[src/rtl/ram_access_ctrl.sv]
// Request-side controller for an 8-bit, 256-entry RAM with one-cycle read latency.
// Accepts 1..16 beat read/write bursts, rejects anything outside the BASE[15:8] window.
module ram_access_ctrl #(
    parameter logic [15:0] BASE = 16'h8000
) (
    input  logic        clk,
    input  logic        rst_n,
    input  logic        req_valid,
    output logic        req_ready,
    input  logic        req_write,
    input  logic [15:0] req_addr,
    input  logic [3:0]  req_len,
    input  logic [7:0]  wdata,
    input  logic        wdata_valid,
    output logic        wdata_ready,
    output logic [7:0]  rdata,
    output logic        rdata_valid,
    input  logic        rdata_ready,
    output logic        done,
    output logic        err,
    output logic [15:0] ram_addr,
    output logic [7:0]  ram_wdata,
    output logic        ram_we,
    input  logic [7:0]  ram_rdata
);

    typedef enum logic [2:0] {
        IDLE,
        CHECK,
        WR_BEAT,
        RD_ISSUE,
        RD_CAPTURE,
        RD_HOLD,
        DONE
    } state_t;

    state_t      state_q;
    logic [15:0] ptr_q;
    logic [3:0]  cnt_q;
    logic        write_q;
    logic        req_ready_q;
    logic        done_q;
    logic        err_q;
    logic        rdata_valid_q;
    logic [7:0]  rdata_q;

    logic [7:0]  ptr_lo_d;
    logic [8:0]  end_sum;
    logic        err_int;
    logic        wr_phase;
    logic        rd_phase;

    // 9-bit sum so a burst ending past 0xFF is caught rather than wrapping
    assign end_sum  = {1'b0, ptr_q[7:0]} + {5'b0_0000, cnt_q};
    assign err_int  = (ptr_q[15:8] != BASE[15:8]) || (end_sum > 9'd255);
    assign ptr_lo_d = ptr_q[7:0] + 8'd1;

    // RAM-facing strobes are gated by rst_n so nothing reaches the RAM in a reset cycle
    assign wr_phase    = rst_n && (state_q == WR_BEAT);
    assign rd_phase    = rst_n && (state_q == RD_ISSUE);
    assign wdata_ready = wr_phase;
    assign ram_we      = wr_phase && wdata_valid;
    assign ram_wdata   = wr_phase ? wdata : 8'h00;
    assign ram_addr    = (wr_phase || rd_phase) ? ptr_q : 16'h0000;

    assign req_ready   = req_ready_q;
    assign done        = done_q;
    assign err         = err_q;
    assign rdata_valid = rdata_valid_q;
    assign rdata       = rdata_q;

    always_ff @(posedge clk) begin
        if (!rst_n) begin
            state_q       <= IDLE;
            req_ready_q   <= 1'b0;
            done_q        <= 1'b0;
            err_q         <= 1'b0;
            rdata_valid_q <= 1'b0;
            rdata_q       <= 8'h00;
        end else begin
            case (state_q)
                IDLE: begin
                    if (req_valid && req_ready_q) begin
                        ptr_q       <= req_addr;
                        cnt_q       <= req_len;
                        write_q     <= req_write;
                        req_ready_q <= 1'b0;
                        state_q     <= CHECK;
                    end else begin
                        req_ready_q <= 1'b1;
                    end
                end
                CHECK: begin
                    if (err_int) begin
                        done_q  <= 1'b1;
                        err_q   <= 1'b1;
                        state_q <= DONE;
                    end else if (write_q) begin
                        state_q <= WR_BEAT;
                    end else begin
                        state_q <= RD_ISSUE;
                    end
                end
                WR_BEAT: begin
                    if (wdata_valid) begin
                        ptr_q[7:0] <= ptr_lo_d;
                        if (cnt_q == 4'd0) begin
                            done_q  <= 1'b1;
                            err_q   <= 1'b0;
                            state_q <= DONE;
                        end else begin
                            cnt_q <= cnt_q - 4'd1;
                        end
                    end
                end
                RD_ISSUE: begin
                    state_q <= RD_CAPTURE;
                end
                RD_CAPTURE: begin
                    rdata_q       <= ram_rdata;
                    rdata_valid_q <= 1'b1;
                    state_q       <= RD_HOLD;
                end
                RD_HOLD: begin
                    if (rdata_ready) begin
                        rdata_valid_q <= 1'b0;
                        if (cnt_q == 4'd0) begin
                            done_q  <= 1'b1;
                            err_q   <= 1'b0;
                            state_q <= DONE;
                        end else begin
                            cnt_q      <= cnt_q - 4'd1;
                            ptr_q[7:0] <= ptr_lo_d;
                            state_q    <= RD_ISSUE;
                        end
                    end
                end
                DONE: begin
                    done_q      <= 1'b0;
                    err_q       <= 1'b0;
                    req_ready_q <= 1'b1;
                    state_q     <= IDLE;
                end
                default: begin
                    req_ready_q <= 1'b0;
                    state_q     <= IDLE;
                end
            endcase
        end
    end

endmodule
[config.mk]
export PLATFORM = sky130hd
export DESIGN_NAME = ram_access_ctrl
export DESIGN_NICKNAME = d
export VERILOG_FILES = /design/src/rtl/ram_access_ctrl.sv
export SDC_FILE = /design/constraint.sdc
export NUM_CORES = 1
export LEC_CHECK = 0
export BUFFER_PORTS_ARGS = -buffer_cell sky130_fd_sc_hd__buf_2
export CAP_MARGIN = 30
export CELL_PAD_IN_SITES_DETAIL_PLACEMENT = 0
export CELL_PAD_IN_SITES_GLOBAL_PLACEMENT = 1
export CORE_AREA = 2 2 78 80
export DETAILED_ROUTE_END_ITERATION = 6
export DIE_AREA = 0 0 80 82
export GPL_TIMING_DRIVEN = 1
export PLACE_DENSITY = 0.91
export SLEW_MARGIN = 20
export SYNTH_ARGS = -nofsm -noshare
export SYNTH_HDL_FRONTEND = slang
export SYNTH_SLANG_ARGS = --single-unit
[constraint.sdc]
create_clock -name clk -period 2.6 [get_ports clk]
set_input_delay 0 -clock clk [delete_from_list [all_inputs] [get_ports clk]]
set_output_delay 0 -clock clk [all_outputs]
set_load 0.02 [all_outputs]
Yosys cells after proc, flatten, opt, wreduce, memory -nomap -nowiden

Cells that the tools add are included.

Register bits: 36
Word-level logic and storage cells: 78

Add/subtract/negate cells: 3
$lt $le $gt $ge: 1
Eq/ne operators: 13
Multiplexer cells: 33
Reductions and logical operators: 18

Operators by type and width:

| operator                                                              | count |
|---|---|
| 8-bit 2-to-1 mux                                                      | 5 |
| 8-bit one-hot mux with 3 select lines                                 | 1 |
| 3-bit 2-to-1 mux                                                      | 6 |
| 3-bit one-hot mux with 6 select lines                                 | 1 |
| 16-bit 2-to-1 mux                                                     | 1 |
| 4-bit 2-to-1 mux                                                      | 4 |
| 4-bit one-hot mux with 3 select lines                                 | 1 |
| 1-bit 2-to-1 mux                                                      | 10 |
| 2-bit != test, second input constant                                  | 5 |
| 8-bit by 4-bit adder with 9-bit output                                | 1 |
| 3-bit equality test, second input constant                            | 3 |
| 9-bit by 8-bit > comparator with 1-bit output, second input constant  | 1 |
| 8-bit by 1-bit adder with 8-bit output, second input constant         | 1 |
| 8-bit != test, second input constant                                  | 1 |
| 1-bit one-hot mux with 4 select lines                                 | 2 |
| 4-bit AND reduction                                                   | 2 |
| 3-bit by 2-bit equality test with 1-bit output, second input constant | 2 |
| 6-bit AND reduction                                                   | 1 |
| 5-bit AND reduction                                                   | 1 |
| 5-bit OR reduction                                                    | 1 |
| 1-bit logical AND                                                     | 4 |
| 4-bit zero test                                                       | 1 |
| 4-bit nonzero test                                                    | 1 |
| 4-bit by 1-bit subtractor with 4-bit output, second input constant    | 1 |
| 10 further kinds                                                      | 11 |

Longest topological paths before layout

Gate-level depths: netlist (run 1).

Depth in word-level cells: 5
Gate-level depth with buffers: 7
Depth with buffers taken out: 7

Worst setup path after synthesis (run 1)

Ideal clock, no wire load.

Path kind: register to register
Start: register state_q[2]
End: register ptr_q[10], enable pin
Library setup time: 0.387 ns
Data arrival time: 1.426 ns
Setup slack: 0.788 ns
Cell stages (with the launch flop): 5
Path buffers: 1
Clock period less this slack: 1.812 ns
Cell sequence: dfxtp_1 buf_4 nor2_1 nand3_1 nor3_1

Longest elaborated chain between the ends: 2

RTL lines:

| item                          | line | text |
|---|---|---|
| from (decl)                   | 37   | `state_t state_q;` |
| from (signal assigned)        | 74   | `state_q <= IDLE;` |
| from (signal assigned)        | 88   | `state_q <= CHECK;` |
| from (signal assigned)        | 97   | `state_q <= DONE;` |
| 3-bit zero test               | 81   | `case (state_q)` |
| 3-bit AND reduction (no line) | -    |  |
| to (signal assigned)          | 84   | `ptr_q <= req_addr;` |
| to (decl)                     | 38   | `logic [15:0] ptr_q;` |

Every way passes these cells.
A chain may end at the register's enable or synchronous reset.

Worst setup path in the final report (run 1)

Start: register state_q[1]
End: register ptr_q[1] (data pin)

Longest elaborated chain between the ends: 2

RTL lines:

| item                                              | line | text |
|---|---|---|
| 3-bit equality test, or another cell as far along | 81   |  |
| 8-bit one-hot mux with 3 select lines (*)         | 81   |  |
| to (signal assigned)                              | 84   |  |
| to (signal assigned)                              | 106  | `ptr_q[7:0] <= ptr_lo_d;` |
| to (signal assigned)                              | 133  | `ptr_q[7:0] <= ptr_lo_d;` |

Every way passes the cells marked *; elsewhere a longest branch is shown, timed or not.

==> results.cfg, run 1 <==
[synth]
synth.distinct_cells = 42
synth_edf_count = 21
async_flop_share = 0
synthTopCellsByCount = nor2_1, a21oi_1, edfxtp_1
synth_seq_area_share = 0.463
ys_ff_latch = 36
syn_inst = 206
syn_nets = 254
syn_area_um2 = 2010
yosys_warnings = 0
synthFlopType = edfxtp_1
synth.area.top_cells = edfxtp_1, dfxtp_1, and3_1
yosysMostFrequentCell = nor2_1
syn_avg_cell_area_um2 = 9.76
synth_top_cell_by_area = edfxtp_1
synth_top_area_frac = 0.314

[critical_path]
rr_startpoint = state_q[1]$_SDFFE_PN0P_
crit_start = state_q[1]$_SDFFE_PN0P_
slowest_delay_ns = 0.57
slowest_stage = dfxtp_1
cp_top_family = simple AND/OR/NAND/NOR gates
worstPathRequired_ns = 2.64
cp-endpoint = ptr_q[1]$_DFFE_PP_
crit_path_end_kind = flop
crit_fanout = 16
critPathLaunchType = flop
r2r_cells = 3
crit_type = reg -> reg
crit_buf_inv = 0
r2r_setup_slack_ns = 0.67
path_cells = or3b_1 > nand2_1 > mux2_2
timing.rr.end = ptr_q[1]$_DFFE_PP_
cp.depth = 3
critical_path_arrival_ns = 1.97

[placement]
dp_cells = 352
place_hpwl_um = 3610
io_buffers = 79
place.gp.congestion = 0.853

[cells_and_area]
nFillCells = 547
areaGrowthSynthToFinish_pct = 36.2
antenna_cells = 0
multiInputGateArea_um2 = 1000
stdcell_count = 377
drive_gt1_frac = 0.325
regArea_um2 = 931
final_util = 0.476
fin_nets = 349

[routing]
drt_pass1_iterations = 4
drt-total-wl_um = 5000
drtIter0Drc = 113
dr_total_vias = 1819
wl_per_cell_um = 13.3
ant_nets = 0
drcViolationCount = 0
vias_per_cell = 4.82

[cts]
clockBufferDepth = 2
cts_made_buffers = 5
post-cts-setup-buffers = 0
root_buffer = clkbuf_8
cts_sinks = 36
hold_buffers = 17
cts-resized-gates = 0
clock_latency_ns = 0.28
htree_levels = 2
path_clk_slew_ns = 0.08
cts_tree = built

[sta]
drv_slew = 0
min_period_ns = 1.93
hold_viol = 0
worst_pin_slew_ns = 0.516
period_share = 0.741
tns_ns = 0
rsz0062_at_grt = false
whs_ns = 0.0395
max_clock_freq_mhz = 519
clock_skew_ns = 0.00725
slew_headroom = 0.656
setup_viol = 0

[run]
max_cap_violations = 0

[pwr]
power_density_nw_per_um2 = 507
irDropWorstVdd_mv = 0.386
leakage_nw = 1.26

[global_routing]
grt_remaining_overflow = 0
gr-usage-all-layers = 0.159
grt_max_degree = 22
grt_pass1_wl_um = 8040
grt_pass1_vias = 1794
antenna_found_initial = 0

[die]
core_um2 = 5750
fp-row-count = 28
floorplan.initialDensity = 0.350
ioPinCount = 80
die_x_um = 80
die_height_um = 82
dieArea_um2 = 6560

[run_status]
status = finished clean

[min_path]
hold_path_class = in -> reg
[power by group]
group | switching (mW) | internal (mW)
Combinational | 0.137 | 0.122
Clock | 0.200 | 0.246
Sequential | 0.0380 | 0.647
[cell families after synthesis]
kind of cell    count (synthesis)  synth area share
fa+ha+maj                       6            0.0411
mux                             9            0.0454
simple gates                   91             0.257
buf+inv                        17            0.0398
compound gates                 39             0.119
flops                          36             0.463
xor+xnor                        8            0.0348
[cell usage in the layout, fill, tap and decap left out, types with 4 or more instances in the layout]
cell type      instances
dfxtp_1               15
o21ai_0                5
and2_1                10
nor2_1                27
mux2i_1                8
buf_2                 79
ha_1                   5
dlygate4sd3_1         17
nand2_1                7
inv_1                  6
clkbuf_8               5
a21oi_1               23
xnor2_1                6
and3_1                20
nor3_1                 4
edfxtp_1              21
[metal layers]
metal | vias up | routed length, µm | track usage
met4 | 0 | 98 | 0.0559
met5 | - | 0 | 0
li1 | 926 | - | -
met2 | 71 | 2510 | 0.282
met1 | 813 | 2050 | 0.195
met3 | 9 | 336 | 0.0286
[through the flow]
stage	power (mW)	setup slack (ns)	cell area [µm²]
4_1_cts	1.40	0.682	2740
5_1_grt	1.46	0.481	2740
6_report	1.39	0.672	2740
3_5_place_dp	0.937	0.694	2460
2_1_floorplan	0.850	0.788	2010
3_3_place_gp	0.929	0.727	2460
[sequential cells by signal, indices dropped and copies added (netlist names)]
signal,flops
ptr_q,16
rdata,8
cnt_q,4
state_q,3
done,1
err,1
rdata_valid,1
req_ready,1
write_q,1
[layout make-up]
class,instances,share of cell area
multi-input combinational,153,0.365
sequential,36,0.340
timing repair buffer,99,0.215
clock buffer,7,0.0356
tap,75,0.0343
inverter,6,0.00823
clock inverter,1,0.00183
[worst min path at each step]
stage,start,to,slack [ns],depth (start not counted)
finish,req_addr[1],ptr_q[1]$_DFFE_PP_,0.04,2
global route,req_addr[1],ptr_q[1]$_DFFE_PP_,0.03,2
CTS,req_addr[1],ptr_q[1]$_DFFE_PP_,0.03,2
detailed placement,req_addr[9],ptr_q[9]$_DFFE_PP_,0.18,1
global placement,req_addr[12],ptr_q[12]$_DFFE_PP_,0.18,1
floorplan,req_addr[10],ptr_q[10]$_DFFE_PP_,0.1,0
No activity file was read; power rests on OpenSTA's default activity.
==> inputs of run 2 (changes only) <==
clock period = 1.9 ns   (was 2.6 ns; I/O delays follow)
==> run 2 against run 1 <==
  * Sequential power increased by 35%
  * Worst hold slack got worse by 0.014 ns
  * Register-to-register slack got worse by 0.54 ns
  * Critical path depth increased by 2
  * Final cell count increased by 2.7%
  * Die area unchanged
  * Via count increased by 3.5%
  * Routed wire length about the same
==> results.cfg, run 2 (same netlist as run 1, synthesis figures left out) <==
[critical_path]
cp_top_family = flip-flops
crit_type = reg -> reg
critical_path_arrival_ns = 1.99
crit_top_cell = a21oi_1
slowest_stage = edfxtp_1
r2r_setup_slack_ns = 0.13
path_cells = ha_1 > a21oi_1 > a21oi_2 > or4_1 > a21oi_1
slowest_delay_ns = 0.47
critPathLaunchType = flop
crit_fanout = 5
timing.rr.end = state_q[0]$_SDFFE_PN0P_
cp.depth = 5
worstPathRequired_ns = 2.12
cp-endpoint = state_q[0]$_SDFFE_PN0P_
rr_startpoint = cnt_q[3]$_DFFE_PP_
r2r_cells = 5
crit_start = cnt_q[3]$_DFFE_PP_
crit_path_end_kind = flop
crit_buf_inv = 0

[cts]
cts_sinks = 36
htree_levels = 2
path_clk_slew_ns = 0.07
clock_latency_ns = 0.29
clockBufferDepth = 2
post-cts-setup-buffers = 0
cts_made_buffers = 5
root_buffer = clkbuf_8
cts_tree = built

[sta]
fin_ws_ns = 0.134
period_share = 0.930
min_period_ns = 1.77
clock_skew_ns = 0.00622
slew_headroom = 0.774
hold_viol = 0
setup_viol = 0
worst_pin_slew_ns = 0.339
max_clock_freq_mhz = 566
rsz0062_at_grt = false
tns_ns = 0
drv_slew = 0

[cells_and_area]
fin_nets = 359
final_cell_mix = buf_2, nor2_1, a21oi_1
drive_gt1_frac = 0.346
regArea_um2 = 931
largest_register = ptr_q
largest_register_ffs = 16
areaGrowthSynthToFinish_pct = 40.0
final_common_cell = buf_2
nFillCells = 549
antenna_cells = 0
final_util = 0.490
multiInputGateArea_um2 = 1010
stdcell_count = 387

[placement]
dp_cells = 362
place_hpwl_um = 3570
io_buffers = 79
place.gp.congestion = 0.801
pre_cts_slack_ns = 0.0853

[routing]
drt-total-wl_um = 5000
drcViolationCount = 0
ant_nets = 0
drt_pass1_iterations = 4
vias_per_cell = 4.86
drtIter0Drc = 148
wl_per_cell_um = 12.9
dr_total_vias = 1882

[global_routing]
antenna_found_initial = 0
grt_pass1_vias = 1882
grt_max_degree = 22
grt_pass1_wl_um = 8250
grt_remaining_overflow = 0
gr-usage-all-layers = 0.161

[pwr]
intPower_mw = 1.34
swShare = 0.276
leakage_nw = 1.31
power_mw = 1.85
clockPowerShare = 0.281
power_density_nw_per_um2 = 656
seq_power_share = 0.502
p_sw_uw = 509
combPwrFrac = 0.217
irDropWorstVdd_mv = 0.459

[die]
die_height_um = 82
dieArea_um2 = 6560
fp-row-count = 28
core_um2 = 5750
floorplan.initialDensity = 0.350
die_x_um = 80
ioPinCount = 80

[run_status]
status = finished clean

[min_path]
hold_path_class = in -> reg

[run]
max_cap_violations = 0
## run 2: cell types whose count changed in the layout (fill, tap and decap cells not counted), sizes merged
cell	before	now
buf	82	92
## run 2: timing repair
item,4_1_cts,5_1_grt
hold endpoints to repair,17,0
hold buffers,17,0
resized for setup,0,2
endpoints found under the setup margin,0,2
## run 2: power by group through the flow
stage	combinational, mW	clock (mW)	sequential (mW)
after floorplan	0.214	0	0.949
after global placement	0.365	0	0.940
after detailed placement	0.370	0	0.942
after CTS	0.400	0.533	0.925
after global routing	0.446	0.571	0.935
final	0.400	0.518	0.927
## run 2: how the worst min path moves through the flow
stage | from | to | slack (ns) | cells past startpoint
3_5_place_dp | req_addr[15] | ptr_q[15]$_DFFE_PP_ | 0.18 | 1
6_report | req_addr[6] | ptr_q[6]$_DFFE_PP_ | 0.03 | 3
2_1_floorplan | req_addr[10] | ptr_q[10]$_DFFE_PP_ | 0.1 | 0
4_1_cts | req_addr[6] | ptr_q[6]$_DFFE_PP_ | 0.02 | 3
5_1_grt | req_addr[1] | ptr_q[1]$_DFFE_PP_ | 0.02 | 2
3_3_place_gp | req_addr[12] | ptr_q[12]$_DFFE_PP_ | 0.18 | 1
## run 2: per-stage QoR
stage               hold WS (ns)  cell area (µm²)
global placement           0.178             2550
global route              0.0212             2810
CTS                       0.0200             2800
floorplan                 0.0989             2010
detailed placement         0.178             2550
finish                    0.0254             2810
## run 2: area by class of cell
| type | instances | area share |
|---|---|---|
| multi-input cells | 153 | 0.359 |
| repair buffers | 109 | 0.240 |
| flip-flops and latches | 36 | 0.331 |
| clock inverters | 1 | 0.00178 |
| clock buffers | 7 | 0.0271 |
| well taps | 75 | 0.0333 |
| inverters | 6 | 0.00800 |
## run 2: worst min-delay path, delay by kind of cell
| kind | cells | cell delay [ns] |
|---|---|---|
| compound gates | 1 | 0.10 |
| simple gates | 1 | 0.03 |
| buf+inv | 1 | 0.07 |
## run 2: metal layers
metal	up-vias	track usage	routed length [µm]
met1	860	0.196	2190
met4	0	0.0508	55
li1	940	-	-
met3	5	0.0341	285
met2	77	0.284	2470
met5	-	0	0
==> inputs of run 3 (changes only) <==
CORE_AREA = 2 2 77 79   (was 2 2 78 80)
CTS_BUF_LIST = sky130_fd_sc_hd__clkbuf_8   (was not set)
DIE_AREA = 0 0 79 81   (was 0 0 80 82)
PLACE_DENSITY = 0.93   (was 0.91)
==> run 3 against run 2 <==
  * Clock skew grew 0.0028 ns
  * Combinational power grew 1%
  * Die area shrank 2.5%
  * Critical endpoint is now done$_SDFFE_PN0P_
==> results.cfg, run 3 (same netlist as run 1, synthesis figures left out) <==
[run_status]
status = finished clean

[routing]
drtIter0Drc = 117
dr_total_vias = 1876
ant_nets = 0
wl_per_cell_um = 12.8
drt-total-wl_um = 5000
drt_pass1_iterations = 4
vias_per_cell = 4.82
drcViolationCount = 0

[global_routing]
grt_pass1_vias = 1738
gr-usage-all-layers = 0.158
grt_max_degree = 22
grt_remaining_overflow = 0
antenna_found_initial = 0
grt_pass1_wl_um = 7910

[die]
ioPinCount = 80
core_um2 = 5680
die_x_um = 79
floorplan.initialDensity = 0.354
fp-row-count = 28
dieArea_um2 = 6400
die_height_um = 81

[sta]
max_clock_freq_mhz = 568
hold_viol = 0
fin_ws_ns = 0.140
period_share = 0.926
slew_headroom = 0.770
tns_ns = 0
whs_ns = 0.0355
clock_skew_ns = 0.00902
rsz0062_at_grt = false
worst_pin_slew_ns = 0.344
setup_viol = 0
min_period_ns = 1.76
drv_slew = 0

[placement]
place_hpwl_um = 3580
io_buffers = 79
place_area_um2 = 2560
place.gp.congestion = 0.779
pre_cts_slack_ns = 0.0665

[cells_and_area]
antenna_cells = 0
final_cell_mix = buf_2, nor2_1, a21oi_1
areaGrowthSynthToFinish_pct = 41.6
final_common_cell = buf_2
largest_register = ptr_q
nFillCells = 540
drive_gt1_frac = 0.354
fin_nets = 361
stdcell_area_um2 = 2850
largest_register_ffs = 16

[cts]
cts_sinks = 36
clockBufferDepth = 2
htree_levels = 2
clock_latency_ns = 0.28
cts_tree = built
root_buffer = clkbuf_8
path_clk_slew_ns = 0.07
cts_made_buffers = 5

[critical_path]
crit_path_end_kind = flop
cp-endpoint = done$_SDFFE_PN0P_
slowest_stage = edfxtp_1
r2r_cells = 7
cp_top_family = adder cells
crit_start = cnt_q[0]$_DFFE_PP_
crit_fanout = 5
path_cells = ha_1 > inv_1 > fa_1 > nand3b_1 > a21oi_2 > nor3_1 > o32ai_2
crit_buf_inv = 1
critPathLaunchType = flop
cp.depth = 7
critical_path_arrival_ns = 1.95
slowest_delay_ns = 0.39
worstPathRequired_ns = 2.09
rr_startpoint = cnt_q[0]$_DFFE_PP_
r2r_setup_slack_ns = 0.14
timing.rr.end = done$_SDFFE_PN0P_
crit_type = reg -> reg

[min_path]
hold_depth = 2
hold_path_class = in -> reg

[pwr]
combPwrFrac = 0.211
intPower_mw = 1.41
clockPowerShare = 0.305
p_sw_uw = 510
power_density_nw_per_um2 = 673
swShare = 0.266
seq_power_share = 0.484
leakage_nw = 1.33
irDropWorstVdd_mv = 0.573

[run]
max_cap_violations = 0
==> run 3: through the flow <==
stage | power [mW] | std cells | utilization
2_1_floorplan | 1.16 | 206 | -
3_3_place_gp | 1.31 | 363 | 0.451
3_5_place_dp | 1.31 | 363 | 0.451
4_1_cts | 1.94 | 388 | 0.499
5_1_grt | 2.02 | 389 | 0.502
6_report | 1.92 | 389 | 0.502
==> run 3: worst min-delay path by stage <==
stage / from / slack [ns] / endpoint
floorplan: req_addr[10] / 0.1 / ptr_q[10]$_DFFE_PP_
global placement: req_addr[8] / 0.18 / ptr_q[8]$_DFFE_PP_
detailed placement: req_addr[15] / 0.18 / ptr_q[15]$_DFFE_PP_
CTS: req_addr[6] / 0.03 / ptr_q[6]$_DFFE_PP_
global route: req_addr[1] / 0.02 / ptr_q[1]$_DFFE_PP_
finish: req_addr[1] / 0.04 / ptr_q[1]$_DFFE_PP_
==> run 3: what timing repair did <==
action	4_1_cts	5_1_grt
hold endpoints to repair	17	0
hold buffers	17	0
setup buffers	0	1
resized for setup	0	2
setup endpoints to repair	0	1
==> run 3: layout make-up <==
| class | instances | area [µm²] | area share |
|---|---|---|---|
| timing repair buffer | 111 | 691 | 0.243 |
| clock buffer | 7 | 96.3 | 0.0338 |
| multi-input combinational | 153 | 1010 | 0.355 |
| inverter | 6 | 22.5 | 0.00791 |
| clock inverter | 1 | 3.75 | 0.00132 |
| tap | 75 | 93.8 | 0.0330 |
| sequential | 36 | 931 | 0.327 |
==> run 3: worst reg2reg max path: cells and delay by family, from the launching register on <==
family,cells,cell delay [ns]
buf+inv,1,0.05
compound gates,2,0.45
simple gates,2,0.27
flops,1,0.39
fa+ha+maj,2,0.51
==> run 3: per-layer routing <==
layer	up-vias	routed length (µm)	track usage
li1	947	-	-
met3	5	248	0.0322
met2	59	2580	0.285
met4	0	72	0.0517
met1	865	2100	0.187
met5	-	0	0
==> run 3: power groups by stage <==
stage	sequential [mW]	clock, mW	combinational, mW
6_report	0.928	0.585	0.404
5_1_grt	0.934	0.639	0.447
4_1_cts	0.926	0.607	0.401
3_5_place_dp	0.944	0	0.370
3_3_place_gp	0.940	0	0.366
2_1_floorplan	0.949	0	0.214
